--- src/rtl/mmio_timer_responder.sv ---
// rtl/mmio_timer_responder.sv - memory-mapped prescaled 32-bit timer with compare match and interrupt
// Optional interrupt output enabled by defining TIMER_IRQ_EN.
module mmio_timer_responder #(
    parameter logic [31:0] BASE_ADDR = 32'h0000_8000,
    parameter int          WIN_BITS  = 4
) (
    input  logic        CLK,
    input  logic        RST,
    input  logic        MemWrite,
    input  logic [31:0] DataAdr,
    input  logic [31:0] WriteData,
    output logic [31:0] ReadData,
    output logic        Sel,
    output logic        IRQ
);

    localparam int OW = WIN_BITS - 2;

    localparam logic [OW-1:0] OFF_CTRL    = OW'(0);
    localparam logic [OW-1:0] OFF_COUNT   = OW'(1);
    localparam logic [OW-1:0] OFF_COMPARE = OW'(2);
    localparam logic [OW-1:0] OFF_STATUS  = OW'(3);

    logic          ctrlEn;
    logic          ctrlAutoReload;
    logic          ctrlIrqEnBit;
    logic [7:0]    ctrlPrescale;
    logic [7:0]    prescaler;
    logic [31:0]   count;
    logic [31:0]   compare;
    logic          match;

    logic [OW-1:0] regOffset;
    logic [1:0]    unusedAdrBits;
    logic          busWrite;
    logic          wrCtrl;
    logic          wrCount;
    logic          wrCompare;
    logic          wrStatus;
    logic          tick;
    logic          countHit;
    logic          matchSet;
    logic [31:0]   ctrlRead;

    assign Sel           = (DataAdr[31:WIN_BITS] == BASE_ADDR[31:WIN_BITS]);
    assign regOffset     = DataAdr[WIN_BITS-1:2];
    assign unusedAdrBits = DataAdr[1:0];

    assign busWrite  = MemWrite && Sel;
    assign wrCtrl    = busWrite && (regOffset == OFF_CTRL);
    assign wrCount   = busWrite && (regOffset == OFF_COUNT);
    assign wrCompare = busWrite && (regOffset == OFF_COMPARE);
    assign wrStatus  = busWrite && (regOffset == OFF_STATUS);

    // Tick, match and the increment all use pre-edge register values, so a
    // same-cycle CTRL or COMPARE write cannot alter the tick being taken.
    assign tick     = ctrlEn && (prescaler == ctrlPrescale);
    assign countHit = (count == compare);
    assign matchSet = tick && countHit;

    assign ctrlRead = {16'h0000, ctrlPrescale, 5'b00000, ctrlIrqEnBit, ctrlAutoReload, ctrlEn};

    always_comb begin
        ReadData = 32'h0000_0000;
        if (Sel) begin
            case (regOffset)
                OFF_CTRL:    ReadData = ctrlRead;
                OFF_COUNT:   ReadData = count;
                OFF_COMPARE: ReadData = compare;
                OFF_STATUS:  ReadData = {31'h0000_0000, match};
                default:     ReadData = 32'h0000_0000;
            endcase
        end
    end

    always_ff @(posedge CLK or posedge RST) begin
        if (RST) begin
            ctrlEn         <= 1'b0;
            ctrlAutoReload <= 1'b0;
            ctrlPrescale   <= 8'h00;
            prescaler      <= 8'h00;
            count          <= 32'h0000_0000;
            compare        <= 32'hFFFF_FFFF;
            match          <= 1'b0;
        end else begin
            if (wrCtrl) begin
                ctrlEn         <= WriteData[0];
                ctrlAutoReload <= WriteData[1];
                ctrlPrescale   <= WriteData[15:8];
            end

            // Prescaler freezes (not clears) while disabled.
            if (ctrlEn) begin
                prescaler <= tick ? 8'h00 : prescaler + 8'h01;
            end

            // A CPU store to COUNT overrides the increment of the same cycle.
            if (wrCount) begin
                count <= WriteData;
            end else if (tick) begin
                count <= (countHit && ctrlAutoReload) ? 32'h0000_0000 : count + 32'h0000_0001;
            end

            if (wrCompare) begin
                compare <= WriteData;
            end

            // Hardware set has priority over a simultaneous write-1-to-clear.
            if (matchSet) begin
                match <= 1'b1;
            end else if (wrStatus && WriteData[0]) begin
                match <= 1'b0;
            end
        end
    end

`ifdef TIMER_IRQ_EN
    logic ctrlIrqEn;
    logic irqReg;

    assign ctrlIrqEnBit = ctrlIrqEn;
    assign IRQ          = irqReg;

    always_ff @(posedge CLK or posedge RST) begin
        if (RST) begin
            ctrlIrqEn <= 1'b0;
            irqReg    <= 1'b0;
        end else begin
            if (wrCtrl) begin
                ctrlIrqEn <= WriteData[2];
            end
            irqReg <= match && ctrlIrqEn;
        end
    end
`else
    assign ctrlIrqEnBit = 1'b0;
    assign IRQ          = 1'b0;
`endif

endmodule
--- config.mk ---
export PLATFORM = sky130hd
export DESIGN_NAME = mmio_timer_responder
export DESIGN_NICKNAME = d
export VERILOG_FILES = /design/src/rtl/mmio_timer_responder.sv
export SDC_FILE = /design/constraint.sdc
export NUM_CORES = 1
export LEC_CHECK = 0
export ABC_AREA = 1
export CORE_MARGIN = 3
export CORE_UTILIZATION = 35
export CTS_BUF_LIST = sky130_fd_sc_hd__clkbuf_4
export DETAILED_ROUTE_END_ITERATION = 10
export PLACE_DENSITY = 0.55
export REMOVE_ABC_BUFFERS = 1
export SLEW_MARGIN = 40
export SYNTH_ARGS = -nofsm -noshare
export SYNTH_HDL_FRONTEND = slang
export SYNTH_SLANG_ARGS = --single-unit
--- constraint.sdc ---
create_clock -name CLK -period 2.9 [get_ports CLK]
set_input_delay 0.58 -clock CLK [delete_from_list [all_inputs] [get_ports CLK]]
set_output_delay 0.58 -clock CLK [all_outputs]
set_load 0.05 [all_outputs]
==> summary.md <==
The later pin in the worst-skew pair is clocked with a latency of 0.48 ns. The count of pins over their slew limit is 0, and the placer's final routability congestion estimate is 0.931. The netlist uses 35 different library cells. After synthesis, the mean cell area works out to 6.54 µm². The number of rows created at floorplan was 46. The capturing point of the worst reg2reg path is count[24]. The worst-margin pin slew came out at 0.642 ns. The region available for standard cell placement spans 16100 µm². The total placed cells including tap cells was 1193.

For the number of nets still failing antenna checks after routing, the log shows 0. The wire length reported by the detailed router was 18700 µm; the fraction of final layout cells with drive strength greater than 1 was 15.9%. At the worst endpoint, the required time is 2.32 ns. After layout, the minimum clock period comes to 2.83 ns.

For this design the top-level I/O count stands at 101. For this design the ratio of total power to cell area is 281 nW/µm². CTS saw 83 sinks. For this run, the number of standard cells in the final layout without fillers is 1216.

Buffer cell driving the clock tree root: sky130_fd_sc_hd__clkbuf_4. The routed layout has 5870 vias. Number of DRC violations after detailed routing: 0. The number of cells on the worst reg-to-reg path is 9. Global routing consumed, over all layers together, 20.6% of the routing resources. The worst pin sits at a relative slew slack of 57.1%.

Summing the sequential cell areas from Yosys gives 36.2% of the chip area. The cell area after synthesis came out at 5850 µm². The logs give 0 for the number of synthesis warnings and 5442 for the via count of the first global-routing pass.

For this run, the detailed router's first-pass iteration total came to 5. In this run the deepest clock path goes through 2 buffers. For the worst setup path, the data arrival time is 2.25 ns. The first global-routing pass estimated 29600 µm of wire. The final layout contains 1063 nets.

The growth of design area from synthesis to finish was 32.4%; the number of setup violations in the final report was 0. The pin count of the biggest net entering global routing came out at 35. The tools report the floorplan die area as 18300 µm². The first routing iteration left 356 violations. Using the TritonRoute via totals, the vias-per-cell ratio works out to 4.83. TritonCTS built the clock tree. The fraction of met2 tracks used by global routing was 31.5%; the worst-case vdd ir drop was 155 µV. Setup total negative slack on the finished layout was measured at 0 ns. The reg-to-reg startpoint was count[0].

The clock tree synthesis step divided the H-tree into 3 levels. After synthesis the netlist holds a flip-flop and latch count of 83. For this design the static power due to leakage is 3.39 nW. The die height works out to 135 µm. In this run the register-to-register setup slack is 0.62 ns. The run gives 894 as the cell count after synthesis. The routing layer with the top usage in global route was met2. The worst setup path is launched from an input port. Global routing used 2.93% of the available met3 tracks.

The most critical setup path has its endpoint at ReadData[11]. Global routing used 30.1% of the available met1 tracks. Dividing the detail-routed wire length by the instance count gives 15.4 µm.

Setup repair after global routing left no endpoint under its margin. The biggest fanout along the worst timing path works out to 6. Number of hold violations in the final report: 0.

Max-cap violations in this run came to 0. The initial utilization of the core area, before any placement, comes to 36.3%. The start-to-end type of the worst setup path is input port to primary output. Derived from the worst setup path, the maximum achievable clock frequency is 0.354 GHz.

The run finished with clean final reports. Dividing the final minimum period by the clock period gives 97.5%. The wire-length estimate of the detail-placed layout is 13900 µm. The path class of the tightest hold or removal check is input port to async pin.

The number of CTS-inserted buffers came out at 9. The worst setup path is captured at a primary output. The number of antenna violations at the first check in global routing was 1; the clock-pin slew reported for the worst setup and hold paths after clock tree synthesis was 0.14 ns.

The residual overflow from global routing was 0. In this run, post-CTS hold repair placed 0 buffers. The horizontal extent of the die is 135 µm.

Buffers placed on the I/O ports in this run total 97. Start point of the critical path: DataAdr[3]. The run gives 0.0214 ns as the worst clock skew.
-- placed cells by master (no fill, tap or decap), types with 2 or more instances in the layout --
| master | n |
|---|---|
| sky130_fd_sc_hd__buf_12 | 38 |
| sky130_fd_sc_hd__a21oi_1 | 21 |
| sky130_fd_sc_hd__nand2_2 | 3 |
| sky130_fd_sc_hd__inv_1 | 87 |
| sky130_fd_sc_hd__xnor2_1 | 25 |
| sky130_fd_sc_hd__a21oi_2 | 16 |
| sky130_fd_sc_hd__nor2_4 | 4 |
| sky130_fd_sc_hd__o21ai_0 | 50 |
| sky130_fd_sc_hd__nor2_2 | 3 |
| sky130_fd_sc_hd__ha_1 | 2 |
| sky130_fd_sc_hd__bufinv_16 | 2 |
| sky130_fd_sc_hd__xor2_1 | 21 |
| sky130_fd_sc_hd__o22ai_1 | 10 |
| sky130_fd_sc_hd__nor3_1 | 6 |
| sky130_fd_sc_hd__dfstp_2 | 32 |
| sky130_fd_sc_hd__nand3b_1 | 8 |
| sky130_fd_sc_hd__clkdlybuf4s50_1 | 64 |
| sky130_fd_sc_hd__nand3_1 | 40 |
| sky130_fd_sc_hd__clkinvlp_4 | 3 |
| sky130_fd_sc_hd__nand2_1 | 324 |
| sky130_fd_sc_hd__o21ai_1 | 21 |
| sky130_fd_sc_hd__buf_4 | 25 |
| sky130_fd_sc_hd__nor3b_1 | 3 |
| sky130_fd_sc_hd__nand4_1 | 17 |
| sky130_fd_sc_hd__dfrtp_1 | 51 |
| sky130_fd_sc_hd__clkbuf_4 | 11 |
| sky130_fd_sc_hd__nor2_1 | 85 |
| sky130_fd_sc_hd__clkinv_2 | 2 |
| sky130_fd_sc_hd__inv_2 | 16 |
-- Yosys cell counts, drive strengths merged --
master | n | area share [%]
nor3 | 6 | 0.51
nand3 | 41 | 3.7
buf | 20 | 2.4
nor2 | 92 | 6.3
dfstp | 32 | 14
xnor2 | 25 | 3.7
conb | 1 | 0.064
nand3b | 9 | 1.2
o21ai | 71 | 6.1
a221oi | 1 | 0.15
clkinv | 1 | 0.086
and2 | 2 | 0.21
dfrtp | 51 | 22
inv | 105 | 6.7
o22ai | 10 | 1.1
clkbuf | 20 | 1.4
nand4 | 17 | 1.8
ha | 2 | 0.43
nor3b | 3 | 0.39
a21oi | 37 | 3.2
xor2 | 21 | 3.1
nand2 | 327 | 21
-- worst max-delay path: stages --
cell                              delay [ns]
sky130_fd_sc_hd__clkdlybuf4s50_1        0.52
sky130_fd_sc_hd__inv_2                  0.07
sky130_fd_sc_hd__nor2_4                 0.14
sky130_fd_sc_hd__clkinvlp_4             0.10
sky130_fd_sc_hd__buf_4                  0.17
sky130_fd_sc_hd__buf_4                  0.13
sky130_fd_sc_hd__o22ai_1                0.11
sky130_fd_sc_hd__a21oi_1                0.08
sky130_fd_sc_hd__nor2_1                 0.18
sky130_fd_sc_hd__buf_12                 0.16
-- layer usage --
metal | up-vias | wire length, µm
li1 | 3002 | -
met1 | 2698 | 8970
met2 | 147 | 8490
met3 | 23 | 881
met4 | 0 | 355
met5 | - | 0
-- what timing repair did --
item,4_1_cts,5_1_grt
gates resized for setup,0,21
buffers inserted,0,6
endpoints found under the setup margin,0,23
hold endpoints to repair,0,0
-- worst min-delay path by stage --
stage	from	slack, ns	depth (start not counted)	to
final	RST	0.48	2	prescaler[5]
after global routing	RST	0.51	2	ctrlPrescale[5]
after CTS	RST	0.47	2	ctrlPrescale[5]
after detailed placement	compare[0]	0.48	2	compare[0]
after global placement	compare[2]	0.48	2	compare[2]
after floorplan	compare[0]	0.47	2	compare[0]
-- cells by family after synthesis --
family                   share of synthesized area, %
AO/OA/AOI/OAI                                    10.5
other                                          0.0641
XOR/XNOR                                         6.89
AND/OR/NAND/NOR                                  35.3
buffers and inverters                            10.5
adder cells (fa/ha/maj)                         0.428
flip-flops                                       36.2
-- where the power goes --
group	internal, mW	switching, mW
registers	1.16	0.0000598
logic	0.106	0.0985
clock network	0.366	0.443
-- through the flow --
step	power (mW)	setup slack [ns]	utilization [%]	hold WS, ns	instance area, µm²
after floorplan	1.23	-0.497	-	0.467	5630
after global placement	1.38	0.0713	46.3	0.476	7460
after detailed placement	1.38	0.0495	46.3	0.483	7460
after CTS	2.19	0.0516	47.3	0.469	7620
after global routing	2.26	0.00961	48.0	0.506	7740
final	2.17	0.0731	48.0	0.483	7740
-- registers in the layout, indices dropped and copies added, names as in the netlist --
register        cells
compare            32
count              32
ctrlAutoReload      1
ctrlEn              1
ctrlPrescale        8
match               1
prescaler           8
-- final cells by class --
| type | count | area, µm² |
|---|---|---|
| diodes | 1 | 2.50 |
| clock buffers | 11 | 82.6 |
| clock inverters | 5 | 78.8 |
| fillers | 1697 | 8370 |
| inverters | 106 | 404 |
| multi-input cells | 665 | 3180 |
| flip-flops and latches | 83 | 2120 |
| well taps | 216 | 270 |
| repair buffers | 129 | 1610 |
Note: power is estimated with default switching activity, not from simulation.
==> patch 1 (config.mk and constraints unchanged) <==
`WIN_BITS`: 4 -> 3.
--- a/src/rtl/mmio_timer_responder.sv
+++ b/src/rtl/mmio_timer_responder.sv
@@ -2,7 +2,7 @@
 // Optional interrupt output enabled by defining TIMER_IRQ_EN.
 module mmio_timer_responder #(
     parameter logic [31:0] BASE_ADDR = 32'h0000_8000,
-    parameter int          WIN_BITS  = 4
+    parameter int          WIN_BITS  = 3
 ) (
     input  logic        CLK,
     input  logic        RST,
Formal check against the unedited RTL: not equivalent (Yosys sat finds a counterexample within 4 cycles, from zero or initial values and one cycle with RST high).
==> patch 1 against the unedited design <==
  * Setup slack improved by 45 ps
  * Wire length fell by 9.1%
  * Design area fell by 0.36%
  * Area after synthesis fell by 2.6%
  * Clock skew fell by 6.3 ps
  * Register-to-register slack improved by 200 ps
  * Sequential cell count fell by 1
  * Hold slack improved by 1.8 ps
  * Power fell by 4.0%
  * Die area fell by 2.5%
  * Global-route usage fell by 1.4 points
  * Largest cell class unchanged
  * Largest power group unchanged
==> patch 1: results (changes against the unedited design) <==
grt_util_met3_pct: 3.210  # +0.28 points
grt_first_pass_wirelength_um: 27660  # -6.5%
path_clk_slew_ps: 120  # -20 ps
totalWireLength_um: 17000  # -9.1%
result_of_the_run: "finished clean"
ys_top_cells_by_count: "225 x nand2_1, 148 x inv_1, 97 x nor2_1"
post-dp-hpwl_um: 12330  # -11%
leakagePower_nw: 3.592  # +6.0%
netlist-cell-type-count: 34  # -2.9%
groute.layer.met2.usage_pct: 30.70  # -0.80 points
hp-class: "reg -> reg"
ys_seq_area_share_pct: 36.72  # +0.52 points
crit_arrival_ps: 2200  # -50 ps
met3_wirelength_um: 818  # -7.2%
timing.critical_path.slowest_stage_cell: "clkdlybuf4s50_1"
m1WireLength_um: 8136  # -9.3%
met2_length_um: 7824  # -7.8%
numPlacedInstances: 1158  # -2.9%
synth_xor_area_share_pct: 5.074  # -1.8 points
avgViaCountPerCell: 4.761  # -1.4%
grt_antenna_before_repair: 1  # unchanged
compound_gate_fraction_of_synth_area_pct: 8.302  # -2.2 points
detailroute.via_count: 5604  # -4.5%
slowest_delay_ps: 420  # -100 ps
drtIter0Drc: 302  # -15%
global_route.usage.met1_pct: 26.88  # -3.2 points
grt_max_degree: 45  # +29%
synth_fa_ha_area_share_pct: 0.4393  # +0.011 points
worstMarginPinSlew_ps: 569.4  # -72.82 ps
globalplace.congestion: 0.8560  # -8.1%
drive_gt1_share_pct: 16.77  # +0.85 points
final_net_count: 1024  # -3.7%
fin_worst_skew_ps: 15.02  # -6.334 ps
clk-insertion-delay-late_ps: 460  # -20 ps
irDropWorstVdd_v: 0.0001905  # +23%
synthesis.area_per_instance_um2: 6.702  # +2.5%
gr-usage-all-layers_pct: 19.27  # -1.4 points
placed_cell_area_um2: 7378  # -1.1%
post_synth_main_area_contributors: "dfrtp_1 22%, nand2_1 15%, dfstp_2 15%"
## patch 1: metrics by stage
stage | setup slack [ps] | total power, mW | hold slack (ps)
final | 117.8 | 2.087 | 484.7
after floorplan | -576.6 | 1.211 | 453.0
after detailed placement | -36.17 | 1.334 | 465.2
after CTS | 30.15 | 2.123 | 484.4
after global routing | -20.34 | 2.175 | 511.4
after global placement | -22.75 | 1.334 | 462.7
## patch 1: path summary, 6_finish.rpt
check / startpoint / to / slack (ps) / cells past startpoint
setup / recovery: DataAdr[6] / ReadData[29] / 120 / 10
hold / removal: compare[5] / compare[5] / 480 / 2
setup reg to reg: compare[25] / count[2] / 820 / 12
hold reg to reg: compare[5] / compare[5] / 480 / 2
max in group asynchronous: RST / compare[31] / 1920 / 3
min in group asynchronous: RST / ctrlPrescale[7] / 550 / 3
## patch 1: cells by family after synthesis
family	Yosys count
AND/OR/NAND/NOR	446
adder cells (fa/ha/maj)	2
buffers and inverters	188
multiplexers	9
flip-flops	82
AO/OA/AOI/OAI	89
other	1
XOR/XNOR	33
## patch 1: area by class of cell
cell class,instances,area [um^2]
sequential,82,2092
tap,216,270.3
antenna,1,2.502
fill,1668,8170
clock buffer,10,75.07
timing repair buffer,133,1722
multi-input combinational,580,2907
clock inverter,6,81.33
inverter,149,565.5
## patch 1: tightest hold or removal path: stages (launching register included)
cell	delay, ps
dfstp_2	390
nand2_1	50
o21ai_1	50
## patch 1: power breakdown
group / internal [mW] / total (mW) / switching (mW)
clock: 0.354 / 0.777 / 0.423
sequential: 1.15 / 1.15 / 0.0000000858
combinational: 0.0835 / 0.164 / 0.0808
## patch 1: what timing repair did
action,4_1_cts,5_1_grt
gates resized for setup,3,45
setup endpoints to repair,4,24
pin swaps,0,24
cloned,0,2
==> patch 2 (same flow settings) <==
Without the edit above. Put a register stage on the output `ReadData`, with the module's reset. The value now appears one clock later. The other outputs are not delayed to match.
--- a/src/rtl/mmio_timer_responder.sv
+++ b/src/rtl/mmio_timer_responder.sv
@@ -20,6 +20,8 @@
     localparam logic [OW-1:0] OFF_COUNT   = OW'(1);
     localparam logic [OW-1:0] OFF_COMPARE = OW'(2);
     localparam logic [OW-1:0] OFF_STATUS  = OW'(3);
+
+    logic [31:0] ReadData_d;
 
     logic          ctrlEn;
     logic          ctrlAutoReload;
@@ -61,14 +63,14 @@
     assign ctrlRead = {16'h0000, ctrlPrescale, 5'b00000, ctrlIrqEnBit, ctrlAutoReload, ctrlEn};
 
     always_comb begin
-        ReadData = 32'h0000_0000;
+        ReadData_d = 32'h0000_0000;
         if (Sel) begin
             case (regOffset)
-                OFF_CTRL:    ReadData = ctrlRead;
-                OFF_COUNT:   ReadData = count;
-                OFF_COMPARE: ReadData = compare;
-                OFF_STATUS:  ReadData = {31'h0000_0000, match};
-                default:     ReadData = 32'h0000_0000;
+                OFF_CTRL:    ReadData_d = ctrlRead;
+                OFF_COUNT:   ReadData_d = count;
+                OFF_COMPARE: ReadData_d = compare;
+                OFF_STATUS:  ReadData_d = {31'h0000_0000, match};
+                default:     ReadData_d = 32'h0000_0000;
             endcase
         end
     end
@@ -137,4 +139,12 @@
     assign IRQ          = 1'b0;
 `endif
 
+    always_ff @(posedge CLK or posedge RST) begin
+        if (RST) begin
+            ReadData <= '0;
+        end else begin
+            ReadData <= ReadData_d;
+        end
+    end
+
 endmodule
Formal check against the unedited RTL: not equivalent (Yosys sat finds a counterexample within 4 cycles, from zero or initial values and one cycle with RST high).
==> patch 2 against the unedited design <==
  * Setup slack better by 500 ps
  * Non-clock buffer count down 13
  * Largest power group unchanged
  * Design area up 8.3%
  * Sequential cell count up 32
  * Sequential power up 39%
  * Wire length up 8.8%
  * Area after synthesis up 19%
  * Power up 32%
  * Die area up 18%
==> patch 2: results (changes against the unedited design) <==
synthesis.area_per_instance_um2: 7.184  # +9.9%
drt_pass1_iterations: 7  # +2
leakagePower_nw: 3.814  # +13%
placement.setup.worst_slack_ps: 388.3  # +338.9 ps
path_clk_slew_ps: 100  # -40 ps
drive_gt1_share_pct: 11.20  # -4.7 points
slowest_delay_ps: 430  # -90 ps
fin_worst_skew_ps: 23.18  # +1.822 ps
clk-insertion-delay-late_ps: 540  # +60 ps
crit_arrival_ps: 1750  # -500 ps
worst-r2r-cell-count: 9  # unchanged
ys_top_cells_by_count: "319 x nand2_1, 114 x inv_1, 89 x nor2_1"
final_net_count: 1127  # +6.0%
placed_cell_area_um2: 8148  # +9.2%
internal_power_mw: 2.157  # +32%
wl_per_cell_um: 15.27  # -0.67%
postSynth.asyncResetShare_pct: 100.0  # unchanged
grt_util_met3_pct: 4.380  # +1.4 points
result_of_the_run: "finished clean"
post-cts-setup-buffers: 0  # unchanged
globalplace.congestion: 0.9470  # +1.7%
number_of_buffers_inserted_during_clock_tree_synthesis: 17  # +8
reg2reg_slack_ps: 770  # +150 ps
crit_path_start: "DataAdr[25]"
via_count_of_the_first_global_routing_pass: 6074  # +12%
numPlacedInstances: 1299  # +8.9%
pwr-share-seq_pct: 55.7  # +2.3 points
avgViaCountPerCell: 4.677  # -3.1%
global_route.usage.met1_pct: 27.60  # -2.5 points
gr-usage-all-layers_pct: 19.24  # -1.4 points
netlist-cell-type-count: 42  # +20%
grt_first_pass_wirelength_um: 32720  # +11%
post-dp-hpwl_um: 14930  # +7.5%
drtIter0Drc: 325  # -8.7%
slew_headroom_pct: 56.32  # -0.82 points
post_synth_main_area_contributors: "dfrtp_1 30%, nand2_1 17%, dfstp_2 12%"
irDropWorstVdd_v: 0.0001836  # +18%
rr_endpoint: "count[18]"
ys_seq_area_share_pct: 41.91  # +5.7 points
grt_max_degree: 116  # +230%
hp-class: "reg -> reg"
critPathMaxFanout: 4  # -2
[patch 2: power by group through the flow]
stage,Sequential [mW],Clock [mW],Combinational (mW)
6_report,1.61,1.07,0.207
2_1_floorplan,1.63,0,0.0668
3_3_place_gp,1.63,0,0.211
5_1_grt,1.61,1.18,0.227
4_1_cts,1.61,1.10,0.210
3_5_place_dp,1.63,0,0.210
[patch 2: worst max-delay path by stage]
| stage | slack (ps) | end |
|---|---|---|
| 2_1_floorplan | -670 | ReadData[0] |
| 3_3_place_gp | 400 | count[22] |
| 3_5_place_dp | 390 | count[22] |
| 4_1_cts | 560 | Sel |
| 5_1_grt | 460 | Sel |
| 6_report | 570 | Sel |
[patch 2: per-layer routing]
metal / share of wire (%) / wire length [um]
met5: 0 / 0
met4: 1.2 / 247
met3: 4.0 / 811
met2: 45 / 9130
met1: 50 / 10160
[patch 2: final cells by class]
| type | instances | area (um^2) |
|---|---|---|
| Multi-Input combinational cell | 686 | 3302 |
| Timing Repair Buffer | 116 | 1136 |
| Inverter | 122 | 466.7 |
| Clock buffer | 22 | 165.2 |
| Tap cell | 260 | 325.3 |
| Sequential cell | 115 | 2918 |
| Clock inverter | 10 | 70.07 |
| Fill cell | 2042 | 10760 |
| Antenna cell | 1 | 2.502 |
[patch 2: cell families after synthesis]
family                   count (synthesis)  share of synthesized area [%]
AND/OR/NAND/NOR                        517                          31.78
AO/OA/AOI/OAI                          120                          9.454
other                                    1                        0.05387
adder cells (fa/ha/maj)                  2                         0.3594
XOR/XNOR                                46                          5.787
buffers and inverters                  168                          10.66
flip-flops                             115                          41.91
[patch 2: worst min-delay path, delay by kind of cell (launching register included)]
kind / cells / cell delay, ps
simple gates: 1 / 50
compound gates: 1 / 60
flops: 1 / 390
